--- config.mk ---
export PLATFORM = sky130hd
export DESIGN_NAME = gshare_ctrl
export DESIGN_NICKNAME = d
export VERILOG_FILES = /design/src/rtl/gshare_ctrl.sv
export SDC_FILE = /design/constraint.sdc
export NUM_CORES = 1
export LEC_CHECK = 0
export CAP_MARGIN = 20
export CORE_ASPECT_RATIO = 0.6
export CORE_MARGIN = 5
export CORE_UTILIZATION = 66
export DETAILED_ROUTE_END_ITERATION = 10
export DONT_BUFFER_PORTS = 1
export PLACE_DENSITY = 0.86
export SETUP_SLACK_MARGIN = 0.1
export SLEW_MARGIN = 20
export SYNTH_ARGS = -nofsm -noshare
export SYNTH_HDL_FRONTEND = slang
export SYNTH_SLANG_ARGS = --single-unit
--- constraint.sdc ---
create_clock -name clk -period 3.4 [get_ports clk]
set_input_delay 0.68 -clock clk [delete_from_list [all_inputs] [get_ports clk]]
set_output_delay 0.68 -clock clk [all_outputs]
set_load 0.02 [all_outputs]
--- src/rtl/gshare_ctrl.sv ---
// gshare_ctrl: forms the gshare index, predicts from the counter table,
// tracks in-flight predictions and writes back saturating updates.
module gshare_ctrl #(
   parameter int width = 2,
   parameter int HIST  = 8,
   parameter int DEPTH = 4
) (
   input  logic                   clk,
   input  logic                   rst_n,
   input  logic                   pred_valid,
   input  logic [31:0]            pred_pc,
   output logic                   pred_ready,
   output logic                   pred_taken,
   output logic [HIST-1:0]        tbl_index,
   input  logic [width-1:0]       tbl_rdata,
   input  logic                   res_valid,
   input  logic                   res_taken,
   output logic                   res_mispredict,
   output logic                   tbl_write,
   output logic [HIST-1:0]        tbl_write_idx,
   output logic [width-1:0]       tbl_wdata,
   output logic [$clog2(DEPTH):0] inflight
);

   localparam int PW = $clog2(DEPTH);
   localparam logic [width-1:0] CMAX = {width{1'b1}};

   logic [HIST-1:0]  ghr;
   logic [HIST-1:0]  q_idx  [DEPTH];
   logic [width-1:0] q_ctr  [DEPTH];
   logic             q_prd  [DEPTH];
   logic [HIST-1:0]  q_ckpt [DEPTH];
   logic [PW-1:0]    wr_ptr;
   logic [PW-1:0]    rd_ptr;
   logic [PW:0]      count;
   logic             full;
   logic             accept;
   logic             pop;
   logic             mispred;
   logic [width-1:0] old_ctr;
   logic [width-1:0] new_ctr;

   assign full       = (count == (PW+1)'(DEPTH));
   assign pred_ready = !full;
   assign tbl_index  = pred_pc[HIST+1:2] ^ ghr;
   assign pred_taken = tbl_rdata[width-1];
   assign accept     = pred_valid && !full;
   assign pop        = res_valid && (count != '0);
   assign old_ctr    = q_ctr[rd_ptr];
   assign mispred    = pop && (res_taken != q_prd[rd_ptr]);
   assign inflight   = count;

   // saturating counter update from the stored (possibly stale) value
   always_comb begin
      new_ctr = old_ctr;
      if (res_taken) begin
         if (old_ctr != CMAX) new_ctr = old_ctr + 1'b1;
      end else begin
         if (old_ctr != '0) new_ctr = old_ctr - 1'b1;
      end
   end

   // GHR and FIFO pointers; a mispredict flushes and drops same-cycle accept
   always_ff @(posedge clk or negedge rst_n) begin
      if (!rst_n) begin
         ghr    <= '0;
         wr_ptr <= '0;
         rd_ptr <= '0;
         count  <= '0;
      end else if (mispred) begin
         ghr    <= {q_ckpt[rd_ptr][HIST-2:0], res_taken};
         wr_ptr <= '0;
         rd_ptr <= '0;
         count  <= '0;
      end else begin
         if (accept) begin
            ghr    <= {ghr[HIST-2:0], pred_taken};
            wr_ptr <= wr_ptr + 1'b1;
         end
         if (pop) rd_ptr <= rd_ptr + 1'b1;
         if (accept && !pop) count <= count + 1'b1;
         else if (pop && !accept) count <= count - 1'b1;
      end
   end

   // in-flight entry storage; pointers alone define validity
   always_ff @(posedge clk) begin
      if (accept) begin
         q_idx[wr_ptr]  <= tbl_index;
         q_ctr[wr_ptr]  <= tbl_rdata;
         q_prd[wr_ptr]  <= pred_taken;
         q_ckpt[wr_ptr] <= ghr;
      end
   end

   // registered table write-back and mispredict pulse
   always_ff @(posedge clk or negedge rst_n) begin
      if (!rst_n) begin
         tbl_write      <= 1'b0;
         tbl_write_idx  <= '0;
         tbl_wdata      <= '0;
         res_mispredict <= 1'b0;
      end else begin
         tbl_write      <= pop;
         res_mispredict <= mispred;
         if (pop) begin
            tbl_write_idx <= q_idx[rd_ptr];
            tbl_wdata     <= new_ctr;
         end
      end
   end

endmodule

==> qor.yml <==
synth_flop_cell: "edfxtp_1"
crit_slowest_cell: "dfrtp_1"
stdcell_area_sq_um: 4220
timing.final.crit_share_pct: 85.6
hold_path_class: "in2async"
drtIter0Drc: 259
clkSlewWorstSetupHoldPaths_ns: 0.09
antenna_left: 0
maxCapViolations: 0
track_usage_pct: 22.5
grt_overflow_total: 0
cts_hold_buf: 1
io_pins: 64
clock_latency_ns: 0.36
drive_gt1_share_pct: 15.9
final_nets: 303
wl_per_cell_um: 22.3
slew_violations: 0
cts_root_buffer: "clkbuf_8"
via_count: 2157
gp_congestion: 0.779
ctsResizeCount: 0
dp_hpwl_mm: 4.73
avgViaCountPerCell: 6.27
crit_path_end_kind: "flop"
ys_warn_count: 0
grt_setup_unrepaired: "no"
drc_errors: 0
finalHoldViolations: 0
clkSinkCount: 95
async_flop_share_pct: 28.4
setup_viol: 0
min_period_ns: 2.91
syn_nets: 298
p_per_area_nw_per_um2: 957
postLayoutSetupSlackWorst_ns: 0.488
worstPathArrival_ns: 3.16
dieHeight_um: 69.6
clock.fmax_ghz: 0.343
avgSynthCellArea_sq_um: 15.4
wirelength_mm: 7.66
worst-slew-pin-transition_ns: 0.983
port_buffers: 0
holdWs_ns: 0.126
syn_inst: 254
criticalPathCategory: "reg2reg"
worst_path_most_repeated_cell: "o21ai_0"
slew_headroom_pct: 34.2
worstSetupStartpointType: "flop"
fin_skew_ns: 0.00905
ys_ff_latch: 95
coreArea_sq_um: 5650
area_growth_syn_to_layout_pct: 8.05
grt_first_pass_wirelength_mm: 12.4
die_width_um: 109
grt_pass1_vias: 2171
ir_worst_vdd_mv: 0.371
yosysUniqueCellTypes: 38
place_ws_ns: 0.616
finalSetupTns_ns: 0
num_rows: 21
cts_buffers: 9
antenna_cells: 0
start_util_pct: 69.1
cp.required_ns: 3.65
status: "complete, no violations"
r2r_setup_slack_ns: 0.49
placed_cell_area_sq_um: 3980
clockBufferDepth: 2
p_leak_uw: 0.00156
crit_path_max_fanout: 10
htree_levels: 3
drtPass1Iterations: 5
grt_max_degree: 28
netlist_area_sq_um: 3900
postCtsSetupRepairBufs: 0
dieArea_sq_um: 7600
ys_seq_area_share_pct: 69.6
final_util_pct: 74.6
synth-edff-count: 68
antenna_found_initial: 0
crit_path_cell_trace: "nor3b_1 > clkinv_1 > buf_4 > nand2_1 > nor2_1 > fa_1 > o21ai_0 > o21ai_0 > o2bb2ai_1"
cts_tree: "built"
max_stage_delay_ns: 0.60
==> metal layers <==
layer | GRT usage (%) | share of wire, %
met2 | 33.4 | 48
met4 | 9.27 | 2.2
met3 | 7.07 | 10
met5 | 0 | 0
met1 | 31.1 | 40
==> cell type report <==
cell class	instances	area (sq um)
clock buffers	12	145
clock inverters	4	70.1
fillers	299	1430
inverters	9	36.3
multi-input cells	139	1100
flip-flops and latches	95	2720
well taps	80	100
repair buffers	5	50.0
==> final timing paths <==
kind,depth (start not counted),to,startpoint
max in group asynchronous,1,tbl_wdata[1],rst_n
max,9,inflight[1],inflight[2]
min in group clk,0,q_ctr[3][0],tbl_rdata[0]
max reg2reg,9,inflight[1],inflight[2]
min reg2reg,2,wr_ptr[1],wr_ptr[1]
min,1,tbl_write_idx[5],rst_n
==> cell usage after synthesis, drive strengths merged, types with 6 or more instances <==
cell type	number	area [sq um]
a21oi	7	42.5
a31oi	7	43.8
clkbuf	6	23.8
dfrtp	27	676
edfxtp	68	2040
inv	8	32.5
mux4	17	383
nand2	46	173
nor2	7	28.8
nor3	7	35.0
o21ai	11	55.1
xor2	9	78.8
==> critical path, delay by kind of cell, from the launching register on <==
family,cells,cell delay [ns]
compound gates,3,0.41
simple gates,3,0.87
flops,1,0.60
buf+inv,2,0.35
fa+ha+maj,1,0.56
==> flip-flops by register name, summed over array words and instances, names as in the netlist <==
name / count
ghr: 8
inflight: 3
q_ckpt: 28
q_ctr: 8
q_idx: 32
rd_ptr: 2
res_mispredict: 1
tbl_wdata: 2
tbl_write: 1
tbl_write_idx: 8
wr_ptr: 2
==> metrics by stage <==
| stage | power [uW] | instances |
|---|---|---|
| after floorplan | 2900 | 254 |
| after global placement | 3140 | 327 |
| after detailed placement | 3230 | 327 |
| after CTS | 4040 | 344 |
| after global routing | 4250 | 344 |
| final | 4030 | 344 |
==> power breakdown <==
part	internal [uW]	switching (uW)	leakage, uW
Clock	432	359	0.000110
Sequential	1720	360	0.000953
Combinational	441	725	0.000493
Total	2590	1440	0.00156
==> cells in the final DEF (no fill, tap or decap), drive strengths merged, types with 4 or more instances in the layout <==
cell and n:
edfxtp 68, nand2 46, dfrtp 27, mux4 17, clkbuf 12, o21ai 11
xor2 9, inv 8, nor3 7, a31oi 7, nor2 7, a21oi 7
and3 5, buf 5, ha 4
==> cell families after synthesis <==
family                     Yosys count  synth area share, %
and+or+nand+nor                     74                 8.34
buffers and inverters               20                 2.37
muxes                               18                 10.1
DFF                                 95                 69.6
AOI/OAI and AO/OA                   30                 4.62
adders and majority gates            5                 1.80
xor gates and xnor gates            12                 3.17
(Power assumes the default switching activity.)
